## config.mk

```make
export PLATFORM = sky130hd
export DESIGN_NAME = instr_encoder_flat
export DESIGN_NICKNAME = d
export VERILOG_FILES = /design/src/rtl/instr_encoder_pkg.sv /design/src/rtl/instr_encoder_if.sv /design/src/rtl/instr_encoder_field_pack.sv /design/src/rtl/instr_encoder.sv /design/src/flat_wrapper.sv
export SDC_FILE = /design/constraint.sdc
export NUM_CORES = 1
export LEC_CHECK = 0
export BUFFER_PORTS_ARGS = -buffer_cell sky130_fd_sc_hd__buf_2
export CAP_MARGIN = 30
export CORE_AREA = 2 2 79 81
export CTS_CLUSTER_SIZE = 10
export DETAILED_ROUTE_END_ITERATION = 16
export DIE_AREA = 0 0 81 83
export PLACE_DENSITY = 0.76
export SLEW_MARGIN = 20
export SYNTH_ARGS = -nofsm -noshare
export SYNTH_HDL_FRONTEND = slang
export SYNTH_SLANG_ARGS = --single-unit
```

## constraint.sdc

```tcl
create_clock -name clk -period 1.8 [get_ports clk]
set_clock_uncertainty 0.1 [all_clocks]
set_input_delay 0.27 -clock clk [delete_from_list [all_inputs] [get_ports clk]]
set_output_delay 0.27 -clock clk [all_outputs]
set_load 0.005 [all_outputs]
```

## src/rtl/instr_encoder_pkg.sv

```systemverilog
// Shared definitions for the RV32 instruction encoder: format codes and opcodes.
package instr_encoder_pkg;

  typedef enum logic [1:0] {
    FMT_R = 2'b00,
    FMT_I = 2'b01,
    FMT_S = 2'b10,
    FMT_U = 2'b11
  } fmt_e;

  localparam logic [6:0] OP_LOAD  = 7'b0000011;
  localparam logic [6:0] OP_IMM   = 7'b0010011;
  localparam logic [6:0] OP_STORE = 7'b0100011;
  localparam logic [6:0] OP_AUIPC = 7'b0010111;
  localparam logic [6:0] OP_REG   = 7'b0110011;

  // I/S immediates fit in 12 signed bits when bits 31..11 are all copies of the sign.
  function automatic logic imm12_fits(input logic [31:0] imm);
    return (&imm[31:11]) || (~|imm[31:11]);
  endfunction

endpackage

```

## src/rtl/instr_encoder_if.sv

```systemverilog
// Field-bundle input handshake and encoded-word output handshake of the encoder.
interface instr_encoder_if #(
  parameter int ADDR_W = 8
);
  logic              in_valid;
  logic              in_ready;
  logic [1:0]        in_fmt;
  logic [6:0]        in_opcode;
  logic [4:0]        in_rd;
  logic [4:0]        in_rs1;
  logic [4:0]        in_rs2;
  logic [2:0]        in_funct3;
  logic [6:0]        in_funct7;
  logic [31:0]       in_imm;
  logic              out_valid;
  logic              out_ready;
  logic [31:0]       out_instr;
  logic [ADDR_W-1:0] out_addr;

  // Sequencer side: produces bundles, consumes words.
  modport master (
    output in_valid, in_fmt, in_opcode, in_rd, in_rs1, in_rs2, in_funct3, in_funct7,
           in_imm, out_ready,
    input  in_ready, out_valid, out_instr, out_addr
  );

  // Encoder side.
  modport slave (
    input  in_valid, in_fmt, in_opcode, in_rd, in_rs1, in_rs2, in_funct3, in_funct7,
           in_imm, out_ready,
    output in_ready, out_valid, out_instr, out_addr
  );
endinterface

```

## src/rtl/instr_encoder_field_pack.sv

```systemverilog
// Combinational packer: format + fields -> 32-bit RV32 word and immediate legality.
module enc_field_pack
  import instr_encoder_pkg::*;
(
  input  logic [1:0]  fmt_i,
  input  logic [6:0]  opcode_i,
  input  logic [4:0]  rd_i,
  input  logic [4:0]  rs1_i,
  input  logic [4:0]  rs2_i,
  input  logic [2:0]  funct3_i,
  input  logic [6:0]  funct7_i,
  input  logic [31:0] imm_i,
  output logic [31:0] word_o,
  output logic        imm_legal_o
);

  // Place fields per format; out-of-range immediates are simply truncated here.
  always_comb begin
    word_o      = 32'h0;
    imm_legal_o = 1'b1;
    case (fmt_e'(fmt_i))
      FMT_R: word_o = {funct7_i, rs2_i, rs1_i, funct3_i, rd_i, opcode_i};
      FMT_I: begin
        word_o      = {imm_i[11:0], rs1_i, funct3_i, rd_i, opcode_i};
        imm_legal_o = imm12_fits(imm_i);
      end
      FMT_S: begin
        word_o      = {imm_i[11:5], rs2_i, rs1_i, funct3_i, imm_i[4:0], opcode_i};
        imm_legal_o = imm12_fits(imm_i);
      end
      FMT_U: begin
        word_o      = {imm_i[31:12], rd_i, opcode_i};
        imm_legal_o = (imm_i[11:0] == 12'h000);
      end
      default: word_o = 32'h0;
    endcase
  end

endmodule

```

## src/rtl/instr_encoder.sv

```systemverilog
// RV32 instruction encoder: one output register, byte-address tagging, error count.
// Optional build macro ENCODER_RANGE_CHECK_EN: out-of-range immediates are consumed
// but dropped and counted in err_cnt; without it they are truncated and err_cnt is 0.
module instr_encoder
  import instr_encoder_pkg::*;
#(
  parameter int ADDR_W    = 8,
  parameter int BASE_ADDR = 0
) (
  input  logic               clk,
  input  logic               reset,
  instr_encoder_if.slave     bus,
  output logic [7:0]         err_cnt
);

  localparam logic [ADDR_W-1:0] BASE = ADDR_W'(BASE_ADDR);
  localparam logic [ADDR_W-1:0] STEP = ADDR_W'(4);

  logic              out_valid_q;
  logic [31:0]       out_instr_q;
  logic [ADDR_W-1:0] out_addr_q;
  logic [ADDR_W-1:0] next_addr_q;
  logic [31:0]       word;
  logic              imm_legal;
  logic              fire_in;
  logic              load;

  enc_field_pack u_pack (
    .fmt_i       (bus.in_fmt),
    .opcode_i    (bus.in_opcode),
    .rd_i        (bus.in_rd),
    .rs1_i       (bus.in_rs1),
    .rs2_i       (bus.in_rs2),
    .funct3_i    (bus.in_funct3),
    .funct7_i    (bus.in_funct7),
    .imm_i       (bus.in_imm),
    .word_o      (word),
    .imm_legal_o (imm_legal)
  );

  assign bus.in_ready  = !out_valid_q || bus.out_ready;
  assign fire_in       = bus.in_valid && bus.in_ready;
  assign bus.out_valid = out_valid_q;
  assign bus.out_instr = out_instr_q;
  assign bus.out_addr  = out_addr_q;

`ifdef ENCODER_RANGE_CHECK_EN
  logic [7:0] err_cnt_q;

  assign load    = fire_in && imm_legal;
  assign err_cnt = err_cnt_q;

  // Count consumed-but-dropped bundles, saturating at 255.
  always_ff @(posedge clk) begin
    if (reset) begin
      err_cnt_q <= 8'd0;
    end else if (fire_in && !imm_legal && (err_cnt_q != 8'hFF)) begin
      err_cnt_q <= err_cnt_q + 8'd1;
    end
  end
`else
  logic unused_legal;

  assign load         = fire_in;
  assign err_cnt      = 8'd0;
  assign unused_legal = imm_legal;
`endif

  // Output register and address counter; a capture overrides the drain so a
  // simultaneous output handshake and new load sustains one word per cycle.
  always_ff @(posedge clk) begin
    if (reset) begin
      out_valid_q <= 1'b0;
      out_instr_q <= 32'h0;
      out_addr_q  <= BASE;
      next_addr_q <= BASE;
    end else if (load) begin
      out_valid_q <= 1'b1;
      out_instr_q <= word;
      out_addr_q  <= next_addr_q;
      next_addr_q <= next_addr_q + STEP;
    end else if (out_valid_q && bus.out_ready) begin
      out_valid_q <= 1'b0;
    end
  end

endmodule
```

## src/flat_wrapper.sv

```systemverilog
// flat-port wrapper written by rule: the top's interface ports become plain ports
module instr_encoder_flat import instr_encoder_pkg::*;
#(
  parameter int ADDR_W    = 8,
  parameter int BASE_ADDR = 0
)
  (clk, reset, err_cnt, bus_in_valid, bus_in_fmt, bus_in_opcode, bus_in_rd, bus_in_rs1, bus_in_rs2, bus_in_funct3, bus_in_funct7, bus_in_imm, bus_out_ready, bus_in_ready, bus_out_valid, bus_out_instr, bus_out_addr);
  instr_encoder_if #(.ADDR_W(ADDR_W)) bus_i ();
  input  logic clk;
  input  logic reset;
  output logic [7:0] err_cnt;
  input wire logic [$bits(bus_i.in_valid)-1:0] bus_in_valid;
  input wire logic [$bits(bus_i.in_fmt)-1:0] bus_in_fmt;
  input wire logic [$bits(bus_i.in_opcode)-1:0] bus_in_opcode;
  input wire logic [$bits(bus_i.in_rd)-1:0] bus_in_rd;
  input wire logic [$bits(bus_i.in_rs1)-1:0] bus_in_rs1;
  input wire logic [$bits(bus_i.in_rs2)-1:0] bus_in_rs2;
  input wire logic [$bits(bus_i.in_funct3)-1:0] bus_in_funct3;
  input wire logic [$bits(bus_i.in_funct7)-1:0] bus_in_funct7;
  input wire logic [$bits(bus_i.in_imm)-1:0] bus_in_imm;
  input wire logic [$bits(bus_i.out_ready)-1:0] bus_out_ready;
  output wire logic [$bits(bus_i.in_ready)-1:0] bus_in_ready;
  output wire logic [$bits(bus_i.out_valid)-1:0] bus_out_valid;
  output wire logic [$bits(bus_i.out_instr)-1:0] bus_out_instr;
  output wire logic [$bits(bus_i.out_addr)-1:0] bus_out_addr;
  assign bus_i.in_valid = bus_in_valid;
  assign bus_i.in_fmt = bus_in_fmt;
  assign bus_i.in_opcode = bus_in_opcode;
  assign bus_i.in_rd = bus_in_rd;
  assign bus_i.in_rs1 = bus_in_rs1;
  assign bus_i.in_rs2 = bus_in_rs2;
  assign bus_i.in_funct3 = bus_in_funct3;
  assign bus_i.in_funct7 = bus_in_funct7;
  assign bus_i.in_imm = bus_in_imm;
  assign bus_i.out_ready = bus_out_ready;
  assign bus_in_ready = bus_i.in_ready;
  assign bus_out_valid = bus_i.out_valid;
  assign bus_out_instr = bus_i.out_instr;
  assign bus_out_addr = bus_i.out_addr;
  instr_encoder #(.ADDR_W(ADDR_W), .BASE_ADDR(BASE_ADDR)) u_core (.clk(clk), .reset(reset), .bus(bus_i), .err_cnt(err_cnt));
endmodule
```

; ---- Yosys cells after proc, flatten, opt, wreduce, memory -nomap -nowiden
; Cells that the tools add are included.
[totals]
in_bits = 70
ff_bits = 49
output_inout_bits = 50
elab_cells = 17
[classes]
n_reduce_logical = 6
eq_ne = 3
n_mux = 3
n_addsub = 1
[ops]
columns = op, n
row1 = case mux 32 bit (4 select lines), 1
row2 = adder 8 x 3 -> 8 bit (second input constant), 1
row3 = == test 2 bit (second input constant), 2
row4 = == test 2 x 1 -> 1 bit (second input constant), 1
row5 = logical AND 1 bit, 2
row6 = zero test 2 bit, 1
row7 = 2-to-1 mux 1 bit, 2
row8 = nonzero test 2 bit, 1
row9 = zero test 1 bit, 1
row10 = logical OR 1 bit, 1

; ---- Depth between registers and ports, before layout
; Gate-level depths: netlist of run 1.
[depth]
word_depth = 4
ltp_mapped = 6
depth_no_buf = 4

; ---- Cells and area by module
; Synthesis of run 1 repeated with hierarchy kept, for this count alone.
[unflattened]
cells_unflattened = 313
hier_area_um2 = 2427.3
[by_module_without_submodules]
columns = module, area_each_um2, instances, cells_each
row1 = instr_encoder, 1824.2, 1, 221
row2 = enc_field_pack, 603.1, 1, 92

; ---- Worst setup path after synthesis of run 1
; No wires, ideal clock.
[synth_timing]
path_kind = input -> register
start = in bus_in_valid
end = reg u_core.next_addr_q[6]
path_buffers = 2
arrival_time_ps = 1250
setup_ps = 121
path_stages = 5
slack_ps = 329
path_cell_list = buf_4 -> inv_2 -> clkbuf_1 -> nor4_1 -> mux2_2
[synth_via]
elab_chain_len = 1
[synth_lines]
columns = item, line_no
row1 = from (decl), flat_wrapper.sv:12  ; input wire logic [$bits(bus_i.in_valid)-1:0] bus_in_valid;
row2 = logical AND 1 bit, instr_encoder.sv:42  ; assign fire_in = bus.in_valid && bus.in_ready;
row3 = to (signal assigned), instr_encoder.sv:81  ; next_addr_q <= next_addr_q + STEP;
row4 = to (decl), instr_encoder.sv:22  ; logic [ADDR_W-1:0] next_addr_q;
; No other way between the ends.
; A chain may end at the register's enable or synchronous reset.

; ---- Worst setup path in the final report of run 1
[layout_timing]
start = reg u_core.out_valid_q (netlist: u_core.bus.out_valid)
end = out bus_in_ready
[layout_via]
elab_chain_len = 2
[layout_lines]
columns = item, line_no
row1 = from (decl), instr_encoder.sv:19  ; logic out_valid_q;
row2 = from (signal assigned), instr_encoder.sv:73  ; out_valid_q <= 1'b0;
row3 = from (signal assigned), instr_encoder.sv:78  ; out_valid_q <= 1'b1;
row4 = from (signal assigned), instr_encoder.sv:83  ; out_valid_q <= 1'b0;
row5 = zero test 1 bit, instr_encoder.sv:41  ; assign bus.in_ready = !out_valid_q || bus.out_ready;
row6 = logical OR 1 bit, instr_encoder.sv:41
row7 = to (decl), flat_wrapper.sv:22  ; output wire logic [$bits(bus_i.in_ready)-1:0] bus_in_ready;
; No other way between the ends.

==> results of run 1 <==
==> cell families after synthesis <==
logic type,count (synthesis),share of synthesized area
AOI/OAI and AO/OA,78,0.218
buffers and inverters,40,0.0939
adders and majority gates,1,0.00546
other,1,0.00164
DFF,45,0.393
and+or+nand+nor,69,0.160
muxes,28,0.127
==> worst paths after layout <==
path	from	endpoint	slack [ns]
worst max-delay path	u_core.bus.out_valid	bus_in_ready	0.10
worst min-delay path	bus_in_opcode[5]	u_core.bus.out_instr[5]	0.11
worst min register to register	u_core.bus.out_addr[4]	u_core.bus.out_addr[4]	0.38
worst max register to register	u_core.bus.out_valid	u_core.next_addr_q[5]	0.28
==> per-layer routing <==
layer | global-route usage | vias up
li1 | - | 1137
met1 | 0.229 | 1089
met2 | 0.312 | 88
met3 | 0.0457 | 11
met4 | 0.0570 | 0
met5 | 0 | -
==> per-stage QoR <==
step                      hold WS, ns  utilization  cell area (um^2)
after floorplan                 0.318            -              2320
after global placement          0.360        0.494              2870
after detailed placement        0.366        0.494              2870
after CTS                       0.105        0.510              2970
after global routing            0.112        0.511              2970
final                           0.114        0.511              2970
==> flip-flops by register name (all words and copies together), names as in the netlist <==
signal,flops
u_core.bus.out_instr,32
u_core.bus.out_addr,6
u_core.next_addr_q,6
u_core.bus.out_valid,1
==> critical path: stages (launching register included) <==
cell	delay, ns
dfxtp_1	0.32
and2b_2	0.26
inv_1	0.10
buf_8	0.20
buf_2	0.14
==> power groups by stage <==
stage	clock network (W)	logic (W)	registers, W
3_5_place_dp	0	0.000427	0.00111
6_report	0.000643	0.000426	0.00109
5_1_grt	0.000705	0.000475	0.00110
4_1_cts	0.000658	0.000429	0.00109
3_3_place_gp	0	0.000417	0.00111
2_1_floorplan	0	0.000244	0.00111
==> cell type report <==
type                            instances  share of cell area
Tap cell                               75              0.0316
Sequential cell                        45               0.303
Multi-Input combinational cell        186               0.408
Clock buffer                            5              0.0232
Clock inverter                          3             0.00716
Inverter                                5             0.00632
Timing Repair Buffer                  121               0.221
==> cells in the mapped netlist (all sizes together), types with 5 or more instances <==
master	instances
o32ai	5
mux2i	19
o21ai	15
clkbuf	11
a21oi	31
nand3	23
nand2b	13
nor2b	7
a311oi	8
dfxtp	45
buf	24
mux2	9
nor2	8
o22ai	7
inv	5
a211oi	10
nand2	10
==> repair_timing <==
action	CTS	global route
pin swaps	0	0
endpoints found under the hold margin	0	0
endpoints found under the setup margin	1	1
gates resized for setup	1	2
==> run metrics, run 1 <==
die area 6720 um^2; Clk Latency, worst-skew pair 0.30 ns; DR vias ~2300; cell-internal power 0.00154 W; Core Area ~5800 um^2; max-slew violation count 0; critical path fanouts, max 29; I/O pins 120; CTS root buf clkbuf_8; H-Tree Depth 2; clk sinks 45; CTS tree built; Tmin final 1.70 ns; largest net degree at the start of global routing 48; Distinct cells, synth 32; final number of setup-violating endpoints 0; wire length on met1 between 2000 and 3000 um; # rows 28; total power after layout 0.00216 W; crit path DAT 1.33 ns; initial core utilization 0.394; clock-pin slew on the worst setup and hold paths 0.09 ns; post-placement cell count 432; Antenna diodes 0; layout cells sized above 1 0.397; post-synth top area share 0.393; pre-CTS setup slack 0.193 ns; Power Dens Cells 726 nW/um^2; crit end category output port; vias in the first global route 2179; leading cell type in the layout, fill and taps excluded buf_2; fill cell count 585; hold depth 3; Synth Cell Area roughly 2300 um^2; GRT Total Usage 0.185; drt wl/cell 13.9 um; Post CTS Setup Buffer Count 0; initial antenna violation count 0; setup TNS 0 ns; post-synth top area cell dfxtp_1; deepest clock path buffer count 2; Layout Cells excl Fill 440; combinational group share of total power 0.198; Setup CP Type reg2out; clock share of power 0.298; Peak Freq 589 MHz; Reg area 901 um^2; number of clock buffers inserted by TritonCTS 5; sequential power share 0.504; CTS Hold Bufs 0; Synth Instances 262; DR top layer met4; Nets between 400 and 500; DP HPWL between 4000 and 5000 um; flops & latches, synth 45; Setup WS post-layout between 0.1 and 0.15 ns; final WL 6120 um; min-delay worst type in2reg; max_cap viols 0; Overflow after GRT 0; Final Cycle Share 0.944; Area growth syn-to-layout 29.7%; maximum vdd drop 0.000298 V; main flop type after synthesis dfxtp_1; Final Hold Viols 0; Reg2Reg Depth 4; Post-synth EDFFs 0; sw power 0.000616 W; Iter 0 DRT Violations 107; data required time of the worst path between 1 and 1.5 ns; multi-input logic area 1210 um^2; sequential cell area fraction in the yosys report 0.393; first-pass GRT wire length 9960 um; Die H 83 um; First-pass DRT Iterations 5; metal3 WL 415 um; RSZ-0062 raised after global routing false; Via-to-Cell Ratio 5.28; drt drc 0; async set or reset register ratio after synthesis 0; status complete, no violations; met2 WL between 3000 and 4000 um; most frequent cells in the layout buf_2 (109), dfxtp_1 (45), a21oi_1 (31); Switching Fraction 0.285; Area contributors post-synth dfxtp_1 (39%), mux2i_1 (8.3%), a21oi_1 (6.8%); Post-Syn Area per Cell 8.74 um^2; Die W 81 um; GP Congestion ~0.73; final antenna-violating net count 0; Yosys Warn Count 0; Critical Path Start Type register; LEAKAGE around 1.4 nW; IO Port Bufs approximately 110
Power figures use the tool's default switching activity.
==> inputs of run 2 (changes only) <==
- RECOVER_POWER: default -> 25
==> run metrics, run 2 (synthesized netlist as in run 1, its figures left out) <==
Critical Path Start Type register; layout cells sized above 1 0.384 (-0.0137); Final Hold Viols 0 (unchanged); min-delay worst type in2reg; max-slew violation count 0 (unchanged); leading cell type in the layout, fill and taps excluded buf_2; multi-input logic area 1210 um^2 (unchanged); crit end category output port; Die W 81 um (unchanged); initial antenna violation count 0 (unchanged); Layout Cells excl Fill 440 (unchanged); crit path DAT 1.33 ns (about the same); vias in the first global route 2179 (unchanged); LEAKAGE 1.36 nW (-1.4%); final number of setup-violating endpoints 0 (unchanged); pre-CTS setup slack 0.193 ns (unchanged); Die H 83 um (unchanged); critical path fanouts, max 29 (unchanged); Reg area 901 um^2 (unchanged); die area 6720 um^2 (unchanged); Nets 435 (unchanged); clock-pin slew on the worst setup and hold paths 0.09 ns (about the same); largest net degree at the start of global routing 48 (unchanged); GP Congestion 0.735 (unchanged); cell area after layout 2970 um^2 (-0.21%); CTS root buf clkbuf_8; Placement Cell Area 2870 um^2 (unchanged); GRT Total Usage 0.185 (unchanged); sequential power share 0.505 (about the same); Peak Freq 588 MHz (-0.14%); combinational group share of total power 0.197 (about the same); Iter 0 DRT Violations 101 (-5.6%); DP HPWL 4470 um (unchanged); DR vias 2315 (-0.43%); Tmin final 1.70 ns (+0.00236 ns); Area growth syn-to-layout 29.4%; maximum vdd drop 0.000298 V (+0.11%); Overflow after GRT 0 (unchanged); fill cell count 587 (+0.34%); most frequent cells in the layout buf_2 (104), dfxtp_1 (45), a21oi_1 (31); initial core utilization 0.394 (unchanged); Final Cycle Share 0.945 (+0.00131); IO Port Bufs 109 (unchanged); setup TNS 0 ns (unchanged); final WL 6110 um (-0.18%); Switching Fraction 0.286 (+0.000303); Setup WS post-layout 0.0991 ns (-0.00236 ns); data required time of the worst path 1.43 ns (about the same); CTS tree built; First-pass DRT Iterations 4 (-1); post-placement cell count 432 (unchanged); Post CTS Setup Buffer Count 0 (unchanged); deepest clock path buffer count 2 (unchanged); Setup CP Type reg2out; Power Dens Cells 727 nW/um^2 (+0.13%); drt wl/cell 13.9 um (-0.18%); max_cap viols 0 (unchanged); H-Tree Depth 2 (unchanged); drt drc 0 (unchanged); clock share of power 0.298 (about the same); # rows 28 (unchanged); cell-internal power 0.00154 W (-0.12%); clk sinks 45 (unchanged); I/O pins 120 (unchanged); final antenna-violating net count 0 (unchanged); Clk Latency, worst-skew pair 0.30 ns (about the same); Core Area 5820 um^2 (unchanged); Via-to-Cell Ratio 5.26 (-0.43%); Antenna diodes 0 (unchanged); sw power 0.000616 W (about the same); RSZ-0062 raised after global routing false; number of clock buffers inserted by TritonCTS 5 (unchanged); status complete, no violations; first-pass GRT wire length 9960 um (unchanged); max FFs per register 32 (unchanged)
==> run 2: changes by cell type in the layout (fill, tap and decap cells not counted), sizes merged <==
cell | before | now
clkbuf | 5 | 10
buf | 121 | 116
==> run 2: worst max-delay path, cell delays in order (launching register included) <==
cell	delay, ns
dfxtp_1	0.32
and2b_2	0.26
inv_1	0.10
buf_8	0.20
buf_2	0.14
==> run 2: power groups by stage <==
stage	Clock (W)	Sequential, W	Combinational, W
detailed placement	0	0.00111	0.000427
finish	0.000643	0.00109	0.000425
CTS	0.000658	0.00109	0.000429
global route	0.000705	0.00110	0.000474
global placement	0	0.00111	0.000417
floorplan	0	0.00111	0.000244
==> run 2: what timing repair did <==
action                     in CTS  in global routing
resized for setup               1                  2
hold buffers                    0                  0
setup endpoints to repair       1                  1
==> run 2: path summary, 6_finish.rpt <==
kind / startpoint / end / slack (ns) / cells past startpoint
worst max-delay path: u_core.bus.out_valid / bus_in_ready / 0.1 / 4
worst min-delay path: bus_in_opcode[5] / u_core.bus.out_instr[5] / 0.11 / 3
worst max register to register: u_core.bus.out_valid / u_core.next_addr_q[5] / 0.28 / 4
worst min register to register: u_core.bus.out_addr[2] / u_core.bus.out_addr[2] / 0.38 / 2
==> run 2: per-layer routing <==
metal  GRT usage  up-vias  part of all wire
met3      0.0457       11             0.073
met5           0        -                 0
met4      0.0570        0             0.015
met2       0.312       92              0.48
met1       0.229     1074              0.43
li1            -     1138                 -
==> run 2: through the flow <==
step | total power (W) | hold slack [ns] | util
after floorplan | 0.00136 | 0.318 | -
final | 0.00216 | 0.113 | 0.510
after global routing | 0.00227 | 0.112 | 0.510
after global placement | 0.00153 | 0.360 | 0.494
after CTS | 0.00218 | 0.105 | 0.510
after detailed placement | 0.00154 | 0.366 | 0.494
==> run 2: final cells by class <==
cell class              count  share of cell area
clock buffers               5              0.0232
clock inverters             3             0.00717
inverters                   5             0.00633
multi-input cells         186               0.409
flip-flops and latches     45               0.304
well taps                  75              0.0316
repair buffers            121               0.219
==> inputs of run 3 (changes only) <==
- CELL_PAD_IN_SITES_DETAIL_PLACEMENT: default -> 0
- CELL_PAD_IN_SITES_GLOBAL_PLACEMENT: default -> 1
- CORE_AREA: 2 2 79 81 -> 2 2 88 90
- DIE_AREA: 0 0 81 83 -> 0 0 90 92
- GPL_ROUTABILITY_DRIVEN: default -> 1
- PLACE_DENSITY: 0.76 -> 0.84
==> run metrics, run 3 (synthesized netlist as in run 1, its figures left out) <==
status complete, no violations; RSZ-0062 raised after global routing false; drt wl/cell 13.6 um (-1.7%); max incr delay on CP 0.32 ns (about the same); Post CTS Setup Buffer Count 0 (unchanged); number of clock buffers inserted by TritonCTS 5 (unchanged); CTS tree built; vias in the first global route 2132 (-2.2%); fill cell count 797 (+36%); Clk Latency, worst-skew pair 0.29 ns (about the same); crit end category output port; Power Dens Cells 762 nW/um^2 (+4.7%); Critical Path Start Type register; layout cells sized above 1 0.365 (-0.0189); max FFs per register 32 (unchanged); # rows 32 (+14%); FF-to-FF setup slack 0.33 ns (+0.05 ns); GRT Total Usage 0.149 (-0.0366); H-Tree Depth 2 (unchanged); CTS-repair resized insts 0 (-1); Via-to-Cell Ratio 4.85 (-7.9%); Critical Path Start u_core.bus.out_valid; CTS root buf clkbuf_8; max_cap viols 0 (unchanged); I/O pins 120 (unchanged); final WL 6330 um (+3.6%); initial antenna violation count 0 (unchanged); Setup CP Type reg2out; Reg2Reg Depth 4 (unchanged); deepest clock path buffer count 2 (unchanged); crit path DAT 1.18 ns (-0.15 ns); CP cell instances and2b_1 > inv_1 > buf_2; Peak Freq 646 MHz (+9.9%); multi-input logic area 1210 um^2 (-0.10%); IO Port Bufs 109 (unchanged); clock-pin slew on the worst setup and hold paths 0.08 ns (about the same); Placement Cell Area 2910 um^2 (+1.3%); Die H 92 um (+11%); largest net degree at the start of global routing 48 (unchanged); Die W 90 um (+11%); drt drc 0 (unchanged); Setup WS post-layout 0.252 ns (+0.153 ns); die area 8280 um^2 (+23%); first-pass GRT wire length 10100 um (+1.7%); First-pass DRT Iterations 4 (unchanged); setup TNS 0 ns (unchanged); FF-to-FF Start u_core.next_addr_q[2]; hold depth 3 (unchanged); critical path capture point bus_in_ready; GP Congestion 0.827 (+13%); final antenna-violating net count 0 (unchanged); leading cell type in the layout, fill and taps excluded buf_2; slowest CP cell dfxtp_1; Antenna diodes 0 (unchanged); critical path fanouts, max 8 (-72%); DR vias 2249 (-2.9%); Tmin final 1.55 ns (-0.153 ns); initial core utilization 0.308 (-0.0863); Iter 0 DRT Violations 61 (-40%); Area growth syn-to-layout 31.6%; Core Area 7450 um^2 (+28%); final number of setup-violating endpoints 0 (unchanged); Final Hold Viols 0 (unchanged); Overflow after GRT 0 (unchanged); LEAKAGE 1.36 nW (-0.45%); min-delay worst type in2reg; DP HPWL 4610 um (+3.0%); worst reg2reg endpoint u_core.next_addr_q[4]; maximum vdd drop 0.000328 V (+10%); Nets 432 (-0.69%); Final Cycle Share 0.860 (-0.0849); most frequent cells in the layout buf_2 (101), dfxtp_1 (45), a21oi_1 (31); data required time of the worst path 1.43 ns (about the same); max-slew violation count 0 (unchanged); pre-CTS setup slack 0.255 ns (+0.0618 ns); cell area after layout 3020 um^2 (+1.7%); clk sinks 45 (unchanged); Reg area 901 um^2 (unchanged); CTS Hold Bufs 0 (unchanged)
[run 3: layout make-up]
cell class | count | area share
sequential | 45 | 0.299
clock inverter | 1 | 0.00996
tap | 102 | 0.0423
clock buffer | 7 | 0.0286
inverter | 5 | 0.00622
multi-input combinational | 186 | 0.402
timing repair buffer | 118 | 0.212
[run 3: worst min-delay path by stage]
stage	start	endpoint	slack [ns]
after floorplan	bus_in_opcode[0]	u_core.bus.out_instr[0]	0.32
after global placement	u_core.bus.out_instr[4]	u_core.bus.out_instr[4]	0.36
after detailed placement	u_core.bus.out_instr[1]	u_core.bus.out_instr[1]	0.36
after CTS	bus_in_opcode[6]	u_core.bus.out_instr[6]	0.11
after global routing	bus_in_opcode[3]	u_core.bus.out_instr[3]	0.12
final	bus_in_opcode[6]	u_core.bus.out_instr[6]	0.12
[run 3: power by group]
group          total, W  switching [W]  internal [W]
logic          0.000424       0.000215      0.000209
clock network  0.000784       0.000331      0.000453
registers       0.00109      0.0000339       0.00106
[run 3: per-layer routing]
metal | part of all wire | up-vias | routed length [um] | track usage
met3 | 0.060 | 7 | 377 | 0.0411
met2 | 0.47 | 70 | 2970 | 0.249
met4 | 0.013 | 0 | 85 | 0.0385
met1 | 0.46 | 1042 | 2890 | 0.189
li1 | - | 1130 | - | -
met5 | 0 | - | 0 | 0
[run 3: worst max-delay path: cells and delay by family (launching register included)]
family / cells / cell delay, ns
flip-flops: 1 / 0.32
AND/OR/NAND/NOR: 1 / 0.28
buffers and inverters: 2 / 0.28
[run 3: metrics by stage]
step	util	std cells	total power, W	hold WS (ns)
4_1_cts	0.406	464	0.00233	0.110
3_3_place_gp	0.391	456	0.00153	0.359
3_5_place_dp	0.391	456	0.00154	0.364
2_1_floorplan	-	271	0.00136	0.318
6_report	0.405	464	0.00230	0.123
5_1_grt	0.405	464	0.00241	0.115
